--- src/rtl/scanline_irq_ctrl.sv ---
// Scanline IRQ counter clocked by m2: synchronised, low-time filtered PPU A12 edges clock an
// 8-bit reloadable down-counter. Define SCANLINE_IRQ_REV_A_EN for the revision-A pending rule.
module scanline_irq_ctrl #(
    parameter int unsigned FILTER_LEN = 3
) (
    input  logic       m2,
    input  logic       reset,
    input  logic       ppu_a12,
    input  logic       reg_we,
    input  logic [1:0] reg_sel,
    input  logic [7:0] reg_data,
    output logic       irq,
    output logic [7:0] irq_counter
);
    localparam int unsigned LW = $clog2(FILTER_LEN + 1);
    localparam logic [LW-1:0] LOW_MAX = LW'(FILTER_LEN);

    logic          r_sync1;
    logic          r_sync2;
    logic          r_a12_prev;
    logic [LW-1:0] r_low_cnt;
    logic [7:0]    r_counter;
    logic [7:0]    r_latch;
    logic          r_reload;
    logic          r_enable;
    logic          r_pending;
    logic          r_irq;

    logic [LW-1:0] w_low_cnt_d;
    logic [7:0]    w_counter_d;
    logic [7:0]    w_latch_d;
    logic          w_reload_d;
    logic          w_enable_d;
    logic          w_pending_d;
    logic          w_edge;
    logic          w_wr_latch;
    logic          w_wr_reload;
    logic          w_wr_disable;
    logic          w_wr_enable;
    logic          w_reload_eff;
    logic          w_load;
    logic          w_set;

    always_comb begin
        w_wr_latch   = reg_we && (reg_sel == 2'd0);
        w_wr_reload  = reg_we && (reg_sel == 2'd1);
        w_wr_disable = reg_we && (reg_sel == 2'd2);
        w_wr_enable  = reg_we && (reg_sel == 2'd3);

        // Low-time filter: only edges preceded by FILTER_LEN low cycles count.
        w_low_cnt_d = r_low_cnt;
        if (r_sync2) begin
            w_low_cnt_d = '0;
        end else if (r_low_cnt != LOW_MAX) begin
            w_low_cnt_d = r_low_cnt + 1'b1;
        end
        w_edge = r_sync2 && !r_a12_prev && (r_low_cnt == LOW_MAX);

        // A reload strobe coincident with an edge is honoured by that edge.
        w_reload_eff = r_reload || w_wr_reload;
        w_load       = (r_counter == 8'd0) || w_reload_eff;

        w_counter_d = r_counter;
        w_reload_d  = w_reload_eff;
        w_set       = 1'b0;
        if (w_edge) begin
            w_reload_d = 1'b0;
            if (w_load) begin
                w_counter_d = r_latch;
            end else begin
                w_counter_d = r_counter - 8'd1;
            end
`ifdef SCANLINE_IRQ_REV_A_EN
            w_set = r_enable && (w_load ? (w_reload_eff && (r_latch == 8'd0))
                                        : (r_counter == 8'd1));
`else
            w_set = r_enable && (w_counter_d == 8'd0);
`endif
        end

        w_latch_d = w_wr_latch ? reg_data : r_latch;

        w_enable_d = r_enable;
        if (w_wr_disable) begin
            w_enable_d = 1'b0;
        end else if (w_wr_enable) begin
            w_enable_d = 1'b1;
        end

        // Acknowledge beats a simultaneous set.
        w_pending_d = w_wr_disable ? 1'b0 : (r_pending || w_set);
    end

    always_ff @(posedge m2) begin
        if (reset) begin
            r_sync1    <= 1'b0;
            r_sync2    <= 1'b0;
            r_a12_prev <= 1'b0;
            r_low_cnt  <= '0;
            r_counter  <= 8'd0;
            r_latch    <= 8'd0;
            r_reload   <= 1'b0;
            r_enable   <= 1'b0;
            r_pending  <= 1'b0;
            r_irq      <= 1'b1;
        end else begin
            r_sync1    <= ppu_a12;
            r_sync2    <= r_sync1;
            r_a12_prev <= r_sync2;
            r_low_cnt  <= w_low_cnt_d;
            r_counter  <= w_counter_d;
            r_latch    <= w_latch_d;
            r_reload   <= w_reload_d;
            r_enable   <= w_enable_d;
            r_pending  <= w_pending_d;
            r_irq      <= ~w_pending_d;
        end
    end

    assign irq         = r_irq;
    assign irq_counter = r_counter;

endmodule

--- config.mk ---
export PLATFORM = sky130hd
export DESIGN_NAME = scanline_irq_ctrl
export DESIGN_NICKNAME = d
export VERILOG_FILES = /design/src/rtl/scanline_irq_ctrl.sv
export SDC_FILE = /design/constraint.sdc
export NUM_CORES = 1
export LEC_CHECK = 0
export ABC_CLOCK_PERIOD_IN_PS = 2100
export BUFFER_PORTS_ARGS = -buffer_cell sky130_fd_sc_hd__buf_2
export CAP_MARGIN = 10
export CORE_MARGIN = 4
export CORE_UTILIZATION = 40
export DETAILED_ROUTE_END_ITERATION = 10
export GPL_ROUTABILITY_DRIVEN = 0
export RECOVER_POWER = 50
export SYNTH_ARGS = -nofsm -noshare
export SYNTH_HDL_FRONTEND = slang
export SYNTH_SLANG_ARGS = --single-unit
--- constraint.sdc ---
create_clock -name m2 -period 2.1 [get_ports m2]
set_input_delay 0.105 -clock m2 [delete_from_list [all_inputs] [get_ports m2]]
set_output_delay 0.105 -clock m2 [all_outputs]
set_load 0.02 [all_outputs]
==> impl_metrics.toml, run 1 <==
[cts]
clockBufferDepth = 2
clk_latency_ns = 0.33
cts_root_buffer = "clkbuf_4"
cts_max_level = 1
clk_pin_slew_ns = 0.15
clock_sinks = 25
numCtsBuffers = 3
cts_tree = "built"

[floorplan]
dieArea_um2 = 4226
initial_core_util_pct = 42.24
die_w_um = 65.01
ios = 23
dieHeight_um = 65.01
num_rows = 20
core_um2 = 3078

[timing]
fin_crit_ns = 1.971
tightest_slew_ns = 0.5488
tns_ns = 0
slew_violations = 0
fmax_mhz = 507.4
relSlewSlack_pct = 63.41
finalHoldViolCount = 0
fin_crit_sh_pct = 93.86
setup_viol = 0
finalClockSkew_ns = 0.001650
rsz0062_at_grt = "false"

[routing]
m1WireLength_um = 1369
avgViaCountPerCell = 5.096
routed_wl_um = 2828
drt_iter0_markers = 54
route.met2.wl_um = 1332
wl_met3_um = 110
top_layer_used = "met4"
drc = 0
ant_nets = 0
wl_per_cell_um = 12.91
first_pass_iters = 4
vias = 1116

[logic_synthesis]
syn_nets = 164
syn_area_um2 = 1300
async_flop_share_pct = 0
syn_inst = 147
avgSynthCellArea_um2 = 8.844
synth.largest_area_cell = "dfxtp_1"
synth_area_leaders = "dfxtp_1 38%, mux2i_1 6.9%, nor2_1 4.0%"
ys_types = 45
ys_ff_latch = 25
yosys_warnings = 0
ys_seq_area_share_pct = 38.50
synth_top_area_share_pct = 38.50
synthFlopType = "dfxtp_1"
synth_edf_count = 0

[power_and_ir_drop]
power_leakage_uw = 0.0006040
ir_drop_uv = 460.4
pwr_density_cell_nw_per_um2 = 529.8

[worst_setup_path]
cp.required_ns = 2.32
crit_cells = 7
path_delay_family = "compound AO/OA/AOI/OAI gates"
endpoint_kind = "flop"
critPathBufInv = 1
cp_max_fo = 8
arrival_ns = 2.20
path_cells = "inv_2, ha_2, or3b_4, o211a_4, mux2_4, a22oi_1, nor2_1"
cp_slowest_cell = "or3b_4"
crit_path_start_kind = "flop"
r2r.worst_path.cells = 7
path_class = "reg -> reg"
cpPeakStageDelay_ns = 0.41

[finish]
drive_gt1_share_pct = 21.71
layout.area.seq_um2 = 501.7
multi_input_comb_area_um2 = 739.5
final_common_cell = "dfxtp_1"
area_delta_synth_final_pct = 19.15
stdcell_area_um2 = 1549
final_cell_mix = "24 x dfxtp_1, 18 x buf_2, 14 x nor2_1"
nets = 193
antenna_cells = 0
fillerInstances = 303

[global_routing]
grt_overflow_total = 0
grt_pass1_wl_um = 5030
antenna_found_initial = 0
grt_max_degree = 25
grt_use_total_pct = 14.93
grt_pass1_vias = 1121

[placement]
place_area_um2 = 1464
io_buffers = 22
hpwl_um = 2133

[worst_hold_path]
hold_class = "in -> reg"
holdPathStages = 3

[outcome]
status = "finished clean"

[job]
maxCapViolations = 0
-- cell usage after synthesis, drive strengths merged, types with 3 or more instances --
| cell | count |
|---|---|
| mux2i | 9 |
| nor4 | 3 |
| clkbuf | 5 |
| buf | 5 |
| nand3b | 3 |
| dfxtp | 25 |
| nand2 | 10 |
| nor2 | 14 |
| nor2b | 6 |
| nor3 | 8 |
| a21oi | 9 |
| o21ai | 8 |
| ha | 3 |
| o21a | 3 |
| inv | 4 |
-- worst paths after layout --
kind                       start  slack, ns        endpoint
setup reg to reg  irq_counter[0]       0.13  irq_counter[3]
setup / recovery  irq_counter[0]       0.13  irq_counter[3]
hold / removal       reg_data[2]      0.006      r_latch[2]
hold reg to reg          r_sync1       0.46         r_sync2
-- layout make-up --
type / instances / share of cell area (%)
clock inverters: 1 / 0.5654
multi-input cells: 108 / 47.74
repair buffers: 34 / 13.33
clock buffers: 3 / 1.454
flip-flops and latches: 25 / 32.39
well taps: 44 / 3.554
inverters: 4 / 0.9693
-- logic make-up after synthesis --
family,after synthesis,share of synthesized area [%]
AND/OR/NAND/NOR,56,23.97
AO/OA/AOI/OAI,37,19.73
flip-flops,25,38.50
buffers and inverters,14,5.005
multiplexers,11,9.240
adder cells (fa/ha/maj),3,2.888
XOR/XNOR,1,0.6738
-- sequential cells by signal, indices dropped and copies added, names as in the netlist --
signal,flops
r_reload,1
r_sync2,1
r_a12_prev,1
r_pending,1
irq_counter,8
r_enable,1
r_latch,8
r_low_cnt,2
irq,1
r_sync1,1
-- metal layers --
layer,track usage [%],vias up
met5,0,-
met4,3.368,0
met3,3.986,2
met2,25.67,20
met1,18.58,505
li1,-,589
-- through the flow --
| step | setup WS [ns] | std cells | power (uW) | hold slack (ns) | utilization, % |
|---|---|---|---|---|---|
| 2_1_floorplan | 0.01358 | 147 | 561.1 | 0.1766 | - |
| 3_3_place_gp | 0.1795 | 209 | 584.2 | 0.3223 | 47.56 |
| 3_5_place_dp | 0.1115 | 209 | 588.7 | 0.3342 | 47.56 |
| 4_1_cts | 0.08259 | 219 | 829.2 | 0.008449 | 50.53 |
| 5_1_grt | 0.04765 | 219 | 855.6 | 0.01184 | 50.33 |
| 6_report | 0.1290 | 219 | 820.7 | 0.005906 | 50.33 |
-- power breakdown --
part / switching, uW / total, uW / internal, uW / leakage, uW
sequential: 10.1 / 500 / 490 / 0.000204
clock: 158 / 236 / 77.7 / 0.0000183
combinational: 40.6 / 84.8 / 44.2 / 0.000382
total: 209 / 821 / 612 / 0.000604
-- tightest hold or removal path: cells and delay by family --
family | cells | cell delay, ns
and+or+nand+nor | 1 | 0.07
buffers and inverters | 1 | 0.08
muxes | 1 | 0.05
-- timing repair --
| action | in CTS | in global routing |
|---|---|---|
| hold buffers | 6 | 0 |
| endpoints found under the setup margin | 0 | 3 |
| setup buffers | 0 | 0 |
| resized for setup | 0 | 2 |
| hold endpoints to repair | 6 | 0 |
(Power assumes the default switching activity.)
==> run 2: changes to the inputs <==
--- a/config.mk
+++ b/config.mk
@@ -5,6 +5,7 @@
 export SDC_FILE = /design/constraint.sdc
 export NUM_CORES = 1
 export LEC_CHECK = 0
+export ABC_AREA = 1
 export ABC_CLOCK_PERIOD_IN_PS = 2100
 export BUFFER_PORTS_ARGS = -buffer_cell sky130_fd_sc_hd__buf_2
 export CAP_MARGIN = 10
==> impl_metrics.toml, run 2 <==
[timing]
rsz0062_at_grt = "false"
fin_crit_sh_pct = 81.68
finalHoldViolCount = 0
tightest_slew_ns = 0.3676
relSlewSlack_pct = 75.42
setup_viol = 0
tns_ns = 0
fmax_mhz = 583.0
slew_violations = 0
fin_crit_ns = 1.715
finalClockSkew_ns = 0.01423

[cts]
clk_pin_slew_ns = 0.15
cts_max_level = 1
numCtsBuffers = 3
cts_tree = "built"
cts_root_buffer = "clkbuf_4"
clockBufferDepth = 2
cts_setup_buffers = 0
clock_sinks = 25
clk_latency_ns = 0.33

[power_and_ir_drop]
p_int_uw = 606.8
power_frac_comb_pct = 11.9
pwr_density_cell_nw_per_um2 = 566.2
ir_drop_uv = 313.4
power.switching_uw = 219.3
swShare_pct = 26.55
power_leakage_uw = 0.0007075
clock_power_share_pct = 27.2
power_frac_seq_pct = 60.9

[worst_setup_path]
arrival_ns = 1.95
path_class = "reg -> reg"
cp.required_ns = 2.34
endpoint_kind = "flop"
r2r_start = "irq_counter[0]"
crit_start = "irq_counter[0]"
r2r.worst_path.cells = 12
rr_endpoint = "irq"
crit_path_start_kind = "flop"
rrSetupSlack_ns = 0.38
cp_max_fo = 8

[logic_synthesis]
ys_types = 26
ys_seq_area_share_pct = 40.08
yosys_warnings = 0
synth_common_cells = "34 x nand2_1, 26 x inv_1, 25 x dfxtp_1, 22 x nor2_1, 11 x nand3_1"
synth_edf_count = 0
syn_inst = 172
synthFlopType = "dfxtp_1"
syn_nets = 189
yosysMostFrequentCell = "nand2_1"
synth.largest_area_cell = "dfxtp_1"
synth_area_leaders = "dfxtp_1 40%, nand2_1 10%, inv_1 7.8%"
syn_area_um2 = 1249
avgSynthCellArea_um2 = 7.260
synth_top_area_share_pct = 40.08
ys_ff_latch = 25
async_flop_share_pct = 0

[finish]
final_cell_mix = "34 x nand2_1, 26 x inv_1, 25 x dfxtp_1"
antenna_cells = 0
final_common_cell = "nand2_1"
stdcell_area_um2 = 1459
drive_gt1_share_pct = 19.60
nets = 217
area_delta_synth_final_pct = 16.83
fillerInstances = 307
final_cells = 243

[global_routing]
antenna_found_initial = 0
grt_overflow_total = 0
grt_max_degree = 16
grt_pass1_vias = 1119
grt_use_total_pct = 14.33
grt_pass1_wl_um = 4740

[placement]
hpwl_um = 2067
place_area_um2 = 1406
io_buffers = 22
dp_cells = 236

[outcome]
status = "finished clean"

[floorplan]
core_um2 = 3028
dieArea_um2 = 4079
dieHeight_um = 63.87
num_rows = 20
die_w_um = 63.87
ios = 23
initial_core_util_pct = 41.24

[worst_hold_path]
holdPathStages = 3
hold_start = "reg_data[1]"
hold_end = "r_latch[1]"
hold_class = "in -> reg"

[routing]
ant_nets = 0
first_pass_iters = 4
vias = 1109
drc = 0
routed_wl_um = 2593
avgViaCountPerCell = 4.564
wl_per_cell_um = 10.67
drt_iter0_markers = 40

[job]
maxCapViolations = 0
## run 2: layout make-up
type,count,area [um2],area share [%]
clock buffer,3,22.52,1.544
clock inverter,1,7.507,0.5146
tap,44,55.05,3.774
sequential,25,500.5,34.31
timing repair buffer,25,132.6,9.091
multi-input combinational,116,631.9,43.31
inverter,29,108.9,7.461
## run 2: cell families (layout without fill, tap and decap cells)
| kind of cell | count (synthesis) | in the layout | share of synthesized area (%) |
|---|---|---|---|
| AO/OA/AOI/OAI | 25 | 25 | 11.32 |
| XOR/XNOR | 3 | 3 | 2.105 |
| flip-flops | 25 | 25 | 40.08 |
| adder cells (fa/ha/maj) | 3 | 3 | 3.006 |
| AND/OR/NAND/NOR | 85 | 85 | 34.17 |
| buffers and inverters | 31 | 58 | 9.319 |
## run 2: worst max-delay path by stage
stage	slack, ns	depth (start not counted)	to
after floorplan	0.43	12	irq
after global placement	0.48	12	irq
after detailed placement	0.43	12	irq
after CTS	0.39	12	irq
after global routing	0.20	13	irq
final	0.38	12	irq
## run 2: critical path, stage by stage (launching register included)
cell	delay, ns
dfxtp_1	0.36
inv_1	0.10
ha_1	0.23
nand3_1	0.13
nor2_4	0.06
nor2_4	0.15
nand2_1	0.07
o21ai_1	0.11
nand2_1	0.09
nor2_1	0.11
nand2_1	0.09
nand2_1	0.06
nand2_1	0.04
## run 2: metrics by stage
stage | total power (uW) | setup slack (ns) | hold slack (ns) | util [%]
after floorplan | 577.7 | 0.4300 | 0.1762 | -
after global placement | 603.3 | 0.4841 | 0.3063 | 46.45
after detailed placement | 608.1 | 0.4308 | 0.3173 | 46.45
after CTS | 829.6 | 0.3947 | 0.01164 | 48.43
after global routing | 871.6 | 0.1992 | 0.01807 | 48.18
final | 826.0 | 0.3848 | 0.008798 | 48.18
## run 2: layer usage
layer | vias up | track usage, % | routed length [um]
li1 | 596 | - | -
met1 | 479 | 18.23 | 1280
met2 | 25 | 22.97 | 1123
met3 | 9 | 2.988 | 105
met4 | 0 | 6.739 | 85
met5 | - | 0 | 0
## run 2: power groups by stage
stage,combinational [uW],clock [uW],sequential [uW]
after floorplan,66.6,0,511
after global placement,90.9,0,512
after detailed placement,94.6,0,513
after CTS,99.2,227,503
after global routing,115,251,506
final,98.5,225,503
## run 2: timing repair
action | 4_1_cts | 5_1_grt
resized for setup | 0 | 0
hold buffers | 3 | 0
endpoints found under the hold margin | 2 | 0
==> run 3: changes to the inputs <==
--- a/config.mk
+++ b/config.mk
@@ -5,8 +5,8 @@
 export SDC_FILE = /design/constraint.sdc
 export NUM_CORES = 1
 export LEC_CHECK = 0
-export ABC_AREA = 1
-export ABC_CLOCK_PERIOD_IN_PS = 2100
+export ABC_AREA = 0
+export ABC_CLOCK_PERIOD_IN_PS = 1500
 export BUFFER_PORTS_ARGS = -buffer_cell sky130_fd_sc_hd__buf_2
 export CAP_MARGIN = 10
 export CORE_MARGIN = 4
==> constraint.sdc (replaced) <==
create_clock -name m2 -period 1.5 [get_ports m2]
set_input_delay 0.075 -clock m2 [delete_from_list [all_inputs] [get_ports m2]]
set_output_delay 0.075 -clock m2 [all_outputs]
set_load 0.02 [all_outputs]
==> impl_metrics.toml, run 3 (same netlist as run 1, synthesis figures left out) <==
[outcome]
status = "finished, violations left"
violations = "negative setup slack"

[timing]
fmax_mhz = 549.6
fin_crit_ns = 1.820
finalClockSkew_ns = 0.002161
tns_ns = -2.529
tightest_slew_ns = 0.5839
relSlewSlack_pct = 61.07
rsz0062_at_grt = "true"
finalHoldViolCount = 0
timing.final.ws_setup_ns = -0.3197
setup_viol = 10
slew_violations = 0
fin_crit_sh_pct = 121.3
whs_ns = 0.009274

[routing]
avgViaCountPerCell = 5.109
vias = 1221
ant_nets = 0
drc = 0
wl_per_cell_um = 13.06
drt_iter0_markers = 42
first_pass_iters = 4
routed_wl_um = 3122

[worst_setup_path]
path_delay_family = "compound AO/OA/AOI/OAI gates"
cp_slowest_cell = "dfxtp_4"
critPathBufInv = 1
crit_path_start_kind = "flop"
endpoint_kind = "flop"
cp.required_ns = 1.72
path_cells = "inv_4, ha_4, or3b_4, o211a_4, mux2_4, a22oi_2, nor2_1"
cpPeakStageDelay_ns = 0.38
path_class = "reg -> reg"
cp_max_fo = 7
arrival_ns = 2.04

[finish]
drive_gt1_share_pct = 35.38
layout.area.seq_um2 = 508.0
stdcell_area_um2 = 1775
area_delta_synth_final_pct = 36.57
fillerInstances = 303
final_cell_mix = "23 x dfxtp_1, 23 x buf_4, 21 x buf_2"
antenna_cells = 0
final_cells = 239
nets = 213
multi_input_comb_area_um2 = 797.0

[cts]
cts_root_buffer = "clkbuf_4"
cts_max_level = 1
clockBufferDepth = 2
clock_sinks = 25
cts_tree = "built"
clk_pin_slew_ns = 0.14
numCtsBuffers = 3
clk_latency_ns = 0.32

[floorplan]
die_w_um = 65.01
num_rows = 20
core_um2 = 3078
dieArea_um2 = 4226
initial_core_util_pct = 42.24
ios = 23
dieHeight_um = 65.01

[global_routing]
grt_overflow_total = 0
grt_max_degree = 24
use_met3_pct = 1.560
grt_pass1_vias = 1200
top_usage_layer = "met2"
grt_use_total_pct = 16.32
grt_pass1_wl_um = 5492
grt_util_met2_pct = 27.59
antenna_found_initial = 0
met1_usage_pct = 21.35

[placement]
dp_cells = 227
io_buffers = 22
hpwl_um = 2330
place_area_um2 = 1640

[power_and_ir_drop]
pwr_density_cell_nw_per_um2 = 644.0
finalPower_uw = 1143
ir_drop_uv = 521.3
power_leakage_uw = 0.0007333

[worst_hold_path]
hold_class = "in -> reg"

[job]
maxCapViolations = 0
## run 3: cell count changes in the layout (fill, tap and decap cells not counted), moves of 6 or more
cell     before  now
inv_1        26    2
nand2_1      34   10
buf_4         0   23
mux2i_1       0    9
nand3_1      11    2
nor2_1       22   14
o21ai_0      10    3
o22ai_1       7    0
nor2b_1       0    6
nor3_1        2    8
## run 3: timing repair
action                                  in CTS  in global routing
endpoints found under the setup margin      10                 10
buffers inserted                             0                  1
hold buffers                                 7                  0
hold endpoints to repair                     7                  0
pin swaps                                    5                  0
resized for setup                            8                  2
## run 3: path summary, 6_finish.rpt
kind / start / endpoint / slack, ns / cells after the start
setup / recovery: irq_counter[1] / irq_counter[3] / -0.32 / 7
hold / removal: reg_data[5] / r_latch[5] / 0.009 / 3
setup reg to reg: irq_counter[1] / irq_counter[3] / -0.32 / 7
hold reg to reg: r_pending / r_pending / 0.47 / 2
## run 3: area by class of cell
type	count	area share (%)
clock buffers	4	1.480
inverters	4	1.269
multi-input cells	108	44.89
flip-flops and latches	25	28.61
well taps	44	3.101
repair buffers	54	20.65
## run 3: report_power, final
group          leakage (uW)  internal (uW)  switching (uW)
clock network     0.0000150            104             206
registers          0.000205            682            14.1
logic              0.000513           74.1            63.2
## run 3: worst register-to-register path: stages (launching register included)
cell,delay [ns]
dfxtp_4,0.38
inv_4,0.06
ha_4,0.13
or3b_4,0.38
o211a_4,0.28
mux2_4,0.31
a22oi_2,0.15
nor2_1,0.05
## run 3: metrics by stage
step | setup WS [ns] | util [%]
detailed placement | -0.3638 | 53.29
global route | -0.3908 | 57.68
global placement | -0.3372 | 53.29
CTS | -0.3303 | 57.48
floorplan | -0.4886 | -
finish | -0.3197 | 57.68
## run 3: metal layers
layer  vias to the layer above  share of wire (%)
li1                        628                  -
met1                       570                 47
met2                        18                 48
met3                         5                2.9
met4                         0                1.6
met5                         -                  0
